### src/rtl/thor2025_wb_pkg.sv
// Shared types and helpers for the register-file writeback arbiter.
// A result carries its target register, byte enables and data.
package thor2025_wb_pkg;

    localparam int NWPORTS = 3;
    localparam int WB_WID  = 64;
    localparam int WB_RBIT = 11;

    typedef struct packed {
        logic [WB_RBIT:0]  tag;
        logic [7:0]        we;
        logic [WB_WID-1:0] data;
    } wb_result_t;

    // Source index visited at scan position off when the scan starts at base.
    function automatic int rot_idx(input int base, input int off, input int n);
        return (base + off) % n;
    endfunction

endpackage

### src/rtl/thor2025_wb_fifo.sv
// Per-source result FIFO with a registered count; the head is readable in the
// cycle after the push, with no bypass from the input.
module thor2025_wb_fifo #(
    parameter int W     = 84,
    parameter int DEPTH = 2
) (
    input  logic         clk,
    input  logic         rst,
    input  logic         push,
    input  logic [W-1:0] wdata,
    input  logic         pop,
    output logic [W-1:0] head,
    output logic         full,
    output logic         empty
);

    localparam int PW = (DEPTH > 1) ? $clog2(DEPTH) : 1;
    localparam int CW = $clog2(DEPTH + 1);

    logic [W-1:0]  mem [DEPTH];
    logic [PW-1:0] wr_ptr_reg;
    logic [PW-1:0] rd_ptr_reg;
    logic [CW-1:0] count_reg;
    logic          do_push;
    logic          do_pop;

    // Explicit wrap so DEPTH need not be a power of two.
    function automatic logic [PW-1:0] ptr_inc(input logic [PW-1:0] p);
        return (p == PW'(DEPTH - 1)) ? '0 : p + 1'b1;
    endfunction

    assign full    = (count_reg == CW'(DEPTH));
    assign empty   = (count_reg == '0);
    assign head    = mem[rd_ptr_reg];
    assign do_push = push && !full;
    assign do_pop  = pop && !empty;

    always_ff @(posedge clk) begin
        if (!rst) begin
            wr_ptr_reg <= '0;
            rd_ptr_reg <= '0;
            count_reg  <= '0;
        end else begin
            if (do_push) wr_ptr_reg <= ptr_inc(wr_ptr_reg);
            if (do_pop)  rd_ptr_reg <= ptr_inc(rd_ptr_reg);
            case ({do_push, do_pop})
                2'b10:   count_reg <= count_reg + 1'b1;
                2'b01:   count_reg <= count_reg - 1'b1;
                default: count_reg <= count_reg;
            endcase
        end
    end

    always_ff @(posedge clk) begin
        if (do_push) mem[wr_ptr_reg] <= wdata;
    end

endmodule

### src/rtl/thor2025_regfile_wb_arb.sv
// Writeback arbiter: buffers results from NSRC units and issues up to three
// results with distinct target registers per cycle to the register file.
module thor2025_regfile_wb_arb
    import thor2025_wb_pkg::*;
#(
    parameter int NSRC  = 6,
    parameter int WID   = WB_WID,
    parameter int RBIT  = WB_RBIT,
    parameter int DEPTH = 2
) (
    input  logic                      clk,
    input  logic                      rst,
    input  logic [NSRC-1:0]           src_valid,
    output logic [NSRC-1:0]           src_ready,
    input  logic [NSRC-1:0][RBIT:0]   src_tag,
    input  logic [NSRC-1:0][7:0]      src_we,
    input  logic [NSRC-1:0][WID-1:0]  src_data,
    output logic                      wr0,
    output logic                      wr1,
    output logic                      wr2,
    output logic [7:0]                we0,
    output logic [7:0]                we1,
    output logic [7:0]                we2,
    output logic [RBIT:0]             wa0,
    output logic [RBIT:0]             wa1,
    output logic [RBIT:0]             wa2,
    output logic [WID-1:0]            i0,
    output logic [WID-1:0]            i1,
    output logic [WID-1:0]            i2
);

    localparam int SW = (NSRC > 1) ? $clog2(NSRC) : 1;
    localparam int RW = $bits(wb_result_t);

    logic [NSRC-1:0]              full;
    logic [NSRC-1:0]              empty;
    logic [NSRC-1:0]              push;
    logic [NSRC-1:0]              pop;
    wb_result_t [NSRC-1:0]        head;
    wb_result_t [NWPORTS-1:0]     grant_res;
    logic [NWPORTS-1:0]           grant_vld;
    logic [1:0]                   ngrant;
    logic [SW-1:0]                last_idx;
    logic [SW-1:0]                rr_ptr_reg;
    logic [SW-1:0]                rr_ptr_next;

    assign src_ready = rst ? ~full : '0;
    assign push      = src_valid & src_ready;

    for (genvar gi = 0; gi < NSRC; gi++) begin : g_src
        wb_result_t in_res;
        assign in_res = '{tag: src_tag[gi], we: src_we[gi], data: src_data[gi]};

        thor2025_wb_fifo #(.W(RW), .DEPTH(DEPTH)) u_fifo (
            .clk   (clk),
            .rst   (rst),
            .push  (push[gi]),
            .wdata (in_res),
            .pop   (pop[gi]),
            .head  (head[gi]),
            .full  (full[gi]),
            .empty (empty[gi])
        );
    end

    // Rotating scan; a head whose tag matches an earlier grant waits a cycle,
    // which also keeps same-source order since only heads are considered.
    always_comb begin
        logic [SW-1:0] idx;
        logic          clash;
        idx       = '0;
        clash     = 1'b0;
        pop       = '0;
        grant_vld = '0;
        grant_res = '0;
        ngrant    = '0;
        last_idx  = rr_ptr_reg;
        for (int i = 0; i < NSRC; i++) begin
            idx   = SW'(rot_idx(int'(rr_ptr_reg), i, NSRC));
            clash = 1'b0;
            for (int j = 0; j < NWPORTS; j++) begin
                if (grant_vld[j] && grant_res[j].tag == head[idx].tag) clash = 1'b1;
            end
            if (!empty[idx] && !clash && ngrant != 2'(NWPORTS)) begin
                pop[idx]          = 1'b1;
                grant_vld[ngrant] = 1'b1;
                grant_res[ngrant] = head[idx];
                ngrant            = ngrant + 2'd1;
                last_idx          = idx;
            end
        end
    end

    always_comb begin
        rr_ptr_next = rr_ptr_reg;
        if (ngrant != '0) begin
            rr_ptr_next = (last_idx == SW'(NSRC - 1)) ? '0 : last_idx + 1'b1;
        end
    end

    always_ff @(posedge clk) begin
        if (!rst) rr_ptr_reg <= '0;
        else      rr_ptr_reg <= rr_ptr_next;
    end

    logic           wr_reg [NWPORTS];
    logic [7:0]     we_reg [NWPORTS];
    logic [RBIT:0]  wa_reg [NWPORTS];
    logic [WID-1:0] i_reg  [NWPORTS];

    // Address/data/enables hold while the strobe is low.
    for (genvar gi = 0; gi < NWPORTS; gi++) begin : g_port
        always_ff @(posedge clk) begin
            if (!rst) begin
                wr_reg[gi] <= 1'b0;
                we_reg[gi] <= '0;
                wa_reg[gi] <= '0;
                i_reg[gi]  <= '0;
            end else begin
                wr_reg[gi] <= grant_vld[gi];
                if (grant_vld[gi]) begin
                    we_reg[gi] <= grant_res[gi].we;
                    wa_reg[gi] <= grant_res[gi].tag;
                    i_reg[gi]  <= grant_res[gi].data;
                end
            end
        end
    end

    assign wr0 = wr_reg[0];
    assign wr1 = wr_reg[1];
    assign wr2 = wr_reg[2];
    assign we0 = we_reg[0];
    assign we1 = we_reg[1];
    assign we2 = we_reg[2];
    assign wa0 = wa_reg[0];
    assign wa1 = wa_reg[1];
    assign wa2 = wa_reg[2];
    assign i0  = i_reg[0];
    assign i1  = i_reg[1];
    assign i2  = i_reg[2];

endmodule
### config.mk
export PLATFORM = sky130hd
export DESIGN_NAME = thor2025_regfile_wb_arb
export DESIGN_NICKNAME = d
export VERILOG_FILES = /design/src/rtl/thor2025_wb_pkg.sv /design/src/rtl/thor2025_wb_fifo.sv /design/src/rtl/thor2025_regfile_wb_arb.sv
export SDC_FILE = /design/constraint.sdc
export NUM_CORES = 2
export LEC_CHECK = 0
export CAP_MARGIN = 20
export CORE_MARGIN = 2
export CORE_UTILIZATION = 45
export CTS_BUF_LIST = sky130_fd_sc_hd__clkbuf_8
export DETAILED_ROUTE_END_ITERATION = 7
export PLACE_DENSITY_LB_ADDON = 0.08
export SLEW_MARGIN = 20
export SYNTH_ARGS = -nofsm -noshare
export SYNTH_HDL_FRONTEND = slang
export SYNTH_HIERARCHICAL = 1
export SYNTH_SLANG_ARGS = --single-unit
### constraint.sdc
create_clock -name clk -period 12.7 [get_ports clk]
set_input_delay 2.54 -clock clk [delete_from_list [all_inputs] [get_ports clk]]
set_output_delay 2.54 -clock clk [all_outputs]
set_load 0.05 [all_outputs]
# Word-level counts from Yosys, hierarchy flattened
# Memories as Yosys holds them, arrays and structs flattened. A register that Yosys moved wholly into a read port is not among the register bits.
# Cells that the tools add are included.
[totals] reg_bits=27 mem_bits_rw=1263 in_bits=512 output_inout_bits=261 wordCells=405 n_memories=10
[memory_table] name="i_reg" words=3 word_bits=64 read_ports=3 rd_clocked_by_memory_dff=0 write_ports=3 line="thor2025_regfile_wb_arb.sv:109" source="logic [WID-1:0] i_reg [NWPORTS];"
[memory_table] name="g_src[0].u_fifo.mem" words=2 word_bits=84 read_ports=1 rd_clocked_by_memory_dff=1 write_ports=1 line="thor2025_wb_fifo.sv:20" source="logic [W-1:0] mem [DEPTH];"
[memory_table] name="g_src[1].u_fifo.mem" words=2 word_bits=84 read_ports=1 rd_clocked_by_memory_dff=1 write_ports=1 line="thor2025_wb_fifo.sv:20"
[memory_table] name="g_src[2].u_fifo.mem" words=2 word_bits=84 read_ports=1 rd_clocked_by_memory_dff=1 write_ports=1 line="thor2025_wb_fifo.sv:20"
[memory_table] name="g_src[3].u_fifo.mem" words=2 word_bits=84 read_ports=1 rd_clocked_by_memory_dff=1 write_ports=1 line="thor2025_wb_fifo.sv:20"
[memory_table] name="g_src[4].u_fifo.mem" words=2 word_bits=84 read_ports=1 rd_clocked_by_memory_dff=1 write_ports=1 line="thor2025_wb_fifo.sv:20"
[memory_table] name="+4 memories"
[classes] addsub=35 n_div=6 magnitude_cmp=22 eq_ne=37 mux=171 n_bitwise=24 n_reduce_logical=81
[op_table] op="$bmux 84 s3" count=6
[op_table] op="$bwmux 252" count=5
[op_table] op="$mux 252" count=5
[op_table] op="$mux 84" count=12
[op_table] op="$demux 84 s2" count=5
[op_table] op="$mux 64" count=3
[op_table] op="$mod 32x4->32 const B" count=5
[op_table] op="$eq 12x12->1" count=13
[op_table] op="$mux 1" count=82
[op_table] op="$logic_and 1x1->1" count=46
[op_table] op="$mux 6" count=7
[op_table] op="$mux 12" count=3
[op_table] op="$mux 3" count=12
[op_table] op="$mod 4x4->32 const B" count=1
[op_table] op="$or 6x6->6" count=5
[op_table] op="$eq 2x2->1 const B" count=12
[op_table] op="$lt 3x4->1 const B" count=6
[op_table] op="$mux 8" count=3
[op_table] op="$pmux 2 s2" count=6
[op_table] op="$add 2x1->2 const B" count=11
[op_table] op="$logic_not 1->1" count=22
[op_table] op="$bmux 1 s3" count=6
[op_table] op="$demux 1 s3" count=6
[op_table] op="$ge 3x1->1 const B" count=6
[op_table] op="other kinds (20)" count=88

# Depth between registers and ports, before layout
[logic_depth] ltp_word=51 depth_mapped=60 mapped_depth_nobuf=44

# Hierarchy
# Netlist, hierarchy kept.
[by_module_without_submodules] module="thor2025_regfile_wb_arb" n_inst=1 cells_per_inst=5711 area_each_um2=42165.4 seq_area_each_um2=7687.4
[by_module_without_submodules] module="thor2025_wb_fifo" n_inst=6 cells_per_inst=287 area_each_um2=6272.3 seq_area_each_um2=5144.9

# Worst setup path before layout
# OpenSTA, ideal clock, no wires.
[synth_path] path_type="reg-to-reg" startpoint="register rr_ptr_reg[0]" endpoint="memory i_reg[1][0] (netlist bit), enable pin" setup_ns=0.445 arrival_time_ns=13.142 required_ns=12.255 setup_slack_ns=-0.887 path_stages_with_launch=54 path_buffers=18 period_less_slack_ns=13.587 path_cell_list="dfxtp_1 buf_6 buf_8 buf_6 buf_6 buf_4 buf_2 clkbuf_1 buf_2 buf_2 clkbuf_1 clkbuf_1 inv_1 ha_1 buf_2 buf_2 clkbuf_1 o211ai_1 [... 18 more ...] buf_2 mux2_2 inv_1 ha_1 a31oi_1 o21ai_0 a21oi_4 and3_1 clkbuf_1 xnor2_1 inv_1 ha_1 a311oi_1 o211ai_2 nor3b_1 buf_2 nor2_1 nand2_1"
[synth_lines] element="from (decl)" line="thor2025_regfile_wb_arb.sv:44" source="logic [SW-1:0] rr_ptr_reg;"
[synth_lines] element="from (signal assigned)" line="thor2025_regfile_wb_arb.sv:103" source="else rr_ptr_reg <= rr_ptr_next;"
[synth_lines] element="to (decl)" line="thor2025_regfile_wb_arb.sv:109"

# Worst setup path after layout
[layout_path] startpoint="register rr_ptr_reg[2]" endpoint="register g_src[4].u_fifo.count_reg[1]"
[layout_between] elab_chain_len=50 elab_cells_between_ends=200 cone_classes="add/sub: 9; div: 6; order compare: 20; eq/ne: 20; mux: 91; bitwise: 9; reduce/logical: 45"
[layout_lines] element="$add 3x1->4 / $mod 4x4->32 (equally long branches)" line="thor2025_wb_pkg.sv:17" source="return (base + off) % n;"
[layout_lines] element="$mod 32x4->32, or another cell as far along" line="thor2025_wb_pkg.sv:17"
[layout_lines] element="$bmux 84 s3, or another cell as far along" line="thor2025_regfile_wb_arb.sv:82, thor2025_regfile_wb_arb.sv:87"
[layout_lines] element="$mux 84, on equally long branches" line="thor2025_regfile_wb_arb.sv:82, thor2025_regfile_wb_arb.sv:87, thor2025_regfile_wb_arb.sv:84"
[layout_lines] element="$eq 12x12->1" line="thor2025_regfile_wb_arb.sv:82" source="if (grant_vld[j] && grant_res[j].tag == head[idx].tag) clash = 1'b1;"
[layout_lines] element="$logic_and 1x1->1" line="thor2025_regfile_wb_arb.sv:82"
[layout_lines] element="$mux 1" line="thor2025_regfile_wb_arb.sv:82"
[layout_lines] element="$logic_not 1->1" line="thor2025_regfile_wb_arb.sv:84" source="if (!empty[idx] && !clash && ngrant != 2'(NWPORTS)) begin"
[layout_lines] element="[... 35 more ...]"
[layout_lines] element="$logic_not 1->1" line="thor2025_regfile_wb_arb.sv:84"
[layout_lines] element="$logic_and 1x1->1 (2 in series)" line="thor2025_regfile_wb_arb.sv:84"
[layout_lines] element="$mux 6 *" line="thor2025_regfile_wb_arb.sv:84"
[layout_lines] element="named net pop[4]" line="thor2025_regfile_wb_arb.sv:38" source="logic [NSRC-1:0] pop;"
[layout_lines] element="$logic_and 1x1->1 *" line="thor2025_wb_fifo.sv:36" source="assign do_pop = pop && !empty;"
[layout_lines] element="named net g_src[4].u_fifo.do_pop" line="thor2025_wb_fifo.sv:25" source="logic do_pop;"
[layout_lines] element="$eq 2x1->1 / $eq 2x2->1 (equally long branches)" line="thor2025_wb_fifo.sv:46" source="case ({do_push, do_pop})"
[layout_lines] element="$pmux 2 s2 / $reduce_bool 2->1 (equally long branches)"
[layout_lines] element="to (signal assigned)" line="thor2025_wb_fifo.sv:47" source="2'b10: count_reg <= count_reg + 1'b1;"
[layout_lines] element="to (signal assigned)" line="thor2025_wb_fifo.sv:48" source="2'b01: count_reg <= count_reg - 1'b1;"
[layout_lines] element="to (signal assigned)" line="thor2025_wb_fifo.sv:49" source="default: count_reg <= count_reg;"
[layout_lines] element="to (decl)" line="thor2025_wb_fifo.sv:23" source="logic [CW-1:0] count_reg;"
# The timed path passes the listed nets; every way through them passes the cells marked *. The select of a mux whose other input is x is not followed.
# A chain may end at the register's enable or synchronous reset.

==> reports/metrics.csv <==
metric,value,unit
Total GRT Usage,39.6,%
"commonest non-fill, non-tap cell in the layout",edfxtp_1,
Core Rows,154,
Worst Skew,121,ps
max cap viols,0,
fin crit share,91.1,%
largest net degree at the start of global routing,221,
post-route ant nets,0,
cell repeated most along the worst path,ha_1,
die span in x,425,um
root buffer cell,clkbuf_8,
Worst slew margin,10.7,%
WL/cell,35.2,um
Buffers on Ports,772,
max-slew violations,0,
CP Capture Type,flop,
total number of vias,70400,
R2R Setup Slk,1130,ps
Worst Hold End,g_src[4].u_fifo/wr_ptr_reg,
CTS tree,built,
drc violations,0,
Worst path max stage delay,830,ps
initial core utilization,45.3,%
DIE AREA,0.181,mm2
Post-synth EDFFs,1260,
HP Class,reg2reg,
top achievable clock speed,86.4,MHz
setup bufs post-CTS,0,
Worst EP required,13570,ps
synth warn,6,
initial antenna violation count,22,
worst slew pin tran,1340,ps
I/O pin cnt,773,
"FF+latch count, synth",1296,
Critical Path Source Type,flop,
most frequent cells in the layout,"edfxtp_1, clkdlybuf4s50_1, o21ai_0",
fin crit period,11570,ps
Pre-antenna DRT Iters,7,
Post-CTS Hold Fix Bufs,0,
setup TNS,0,ps
post-synth top area share,47.4,%
Place WS,1400,ps
PostCTS Resize Cnt,0,
Area Overhead vs Synth,18.0,%
Clock transition at path regs,70,ps
GRT Residual Overflow,0,
GPL Wtd Cong,1.02,
"area leader, netlist",edfxtp_1,
max FFs per register,1008,
Worst Setup Path Type,reg2reg,
fin worst setup slack,1130,ps
minimum hold slack,505,ps
Core ar.,0.176,mm2
HPWL after detailed placement,247000,um
crit path DAT,12450,ps
Crit Path Max Fanout,19,
Yosys cell types,112,
nets,8482,
vias in the first global route,66300,
Worst Reg2Reg Path Length in Cells,41,
Worst Min Path Start,g_src[4].u_fifo/wr_ptr_reg,
final wirelength,370000,um
syn_nets,7975,
first-pass GRT wire length,510000,um
RSZ-0062 raised after global routing,false,
synthesized area per cell,10.7,um2
Synth Instances,7433,
top post-synthesis cells by area,"edfxtp_1, mux2i_1, mux2_2",
# setup viols final,0,
Post-synth ARST share,0,%
Placed Cells incl. Taps,10100,
"Seq/Total Area, Yosys",48.3,%
Worst-Skew Late Latency,1060,ps
Worst Setup SP,rr_ptr_reg[2],
CTS buffer count,217,
clk buf depth,3,
Initial DRC Count,9443,
Hold Crit Depth,2,
H-Tree Depth,4,
outcome,finished clean,
via-per-instance ratio,6.71,
"non-filler cells, final",10500,
Slowest cell on crit path,dfxtp_1,
Fin. Hold Viols,0,
mapped cell area,0.0798,mm2
RR Startpoint,rr_ptr_reg[2],
"Top FF cell, synth",edfxtp_1,
RR Endpoint,g_src[4].u_fifo/count_reg[1],
layout cells sized above 1,15.7,%
die span in y,425,um
clk sinks,1296,
==> metal layers <==
| metal | GRT usage (%) | vias up | routed length, um |
|---|---|---|---|
| met5 | 0.0794 | - | 65 |
| met4 | 24.6 | 8 | 27300 |
| met3 | 9.22 | 1157 | 37500 |
| met2 | 59.9 | 4767 | 162000 |
| met1 | 51.5 | 34600 | 143000 |
| li1 | - | 29800 | - |
==> worst max path at each step <==
stage | end | slack, ps | depth (start not counted)
finish | g_src[4].u_fifo/count_reg[1] | 1130 | 41
floorplan | i_reg[1][0] | 330 | 53
global placement | g_src[4].u_fifo/count_reg[1] | 1510 | 40
global route | g_src[4].u_fifo/count_reg[1] | 540 | 41
CTS | g_src[4].u_fifo/count_reg[1] | 1370 | 38
detailed placement | g_src[4].u_fifo/count_reg[1] | 1400 | 40
==> Yosys cell counts, types with 14 or more instances <==
master / count
o21a_1: 15
and2_1: 36
o22ai_1: 105
nor2b_1: 22
nor3_1: 100
xnor2_1: 96
o21ai_1: 16
ha_1: 30
a21oi_1: 221
nand2_1: 501
o211ai_1: 685
o221ai_1: 77
clkbuf_1: 508
xor2_1: 25
a211o_1: 17
a31oi_1: 19
o311ai_0: 72
buf_2: 103
buf_1: 73
nor2_1: 441
mux2_2: 610
nand2b_1: 39
dfxtp_1: 36
mux2i_1: 706
a211oi_1: 91
buf_6: 14
and3_1: 19
nand3_1: 273
or3_1: 89
inv_1: 114
edfxtp_1: 1260
o21ai_0: 721
nand4_1: 14
==> per-stage QoR <==
step / util (%) / area [um2]
finish: 53.5 / 94200
global route: 53.5 / 94200
CTS: 53.4 / 94100
detailed placement: 51.0 / 89800
global placement: 51.0 / 89800
floorplan: - / 79800
==> logic make-up (layout without fill, tap and decap cells) <==
group,after synthesis,after routing,share of synthesized area (%)
adders and majority gates,30,30,0.470
other,0,23,0
DFF,1296,1296,48.3
buffers and inverters,834,1528,4.30
xor gates and xnor gates,122,122,1.36
AOI/OAI and AO/OA,2226,2226,18.6
muxes,1336,1336,17.9
and+or+nand+nor,1589,1589,9.07
==> layout make-up <==
cell class,instances,area [um2]
diodes,23,57.6
inverters,126,500
well taps,2340,2930
repair buffers,996,9630
multi-input cells,5303,38200
clock buffers,219,3010
clock inverters,187,1300
flip-flops and latches,1296,38600
fillers,15400,81900
==> worst max-delay path, delay by kind of cell, from the launching register on <==
kind            cells  cell delay [ps]
flops               1              830
mux                 3              790
buf+inv             4              630
fa+ha+maj           5             1450
compound gates     19             5300
xor+xnor            2              520
simple gates        8             1940
Power is left out: the tool's default activity adds up to more than one toggle a clock period on the data nets, which glitch-free logic cannot reach.
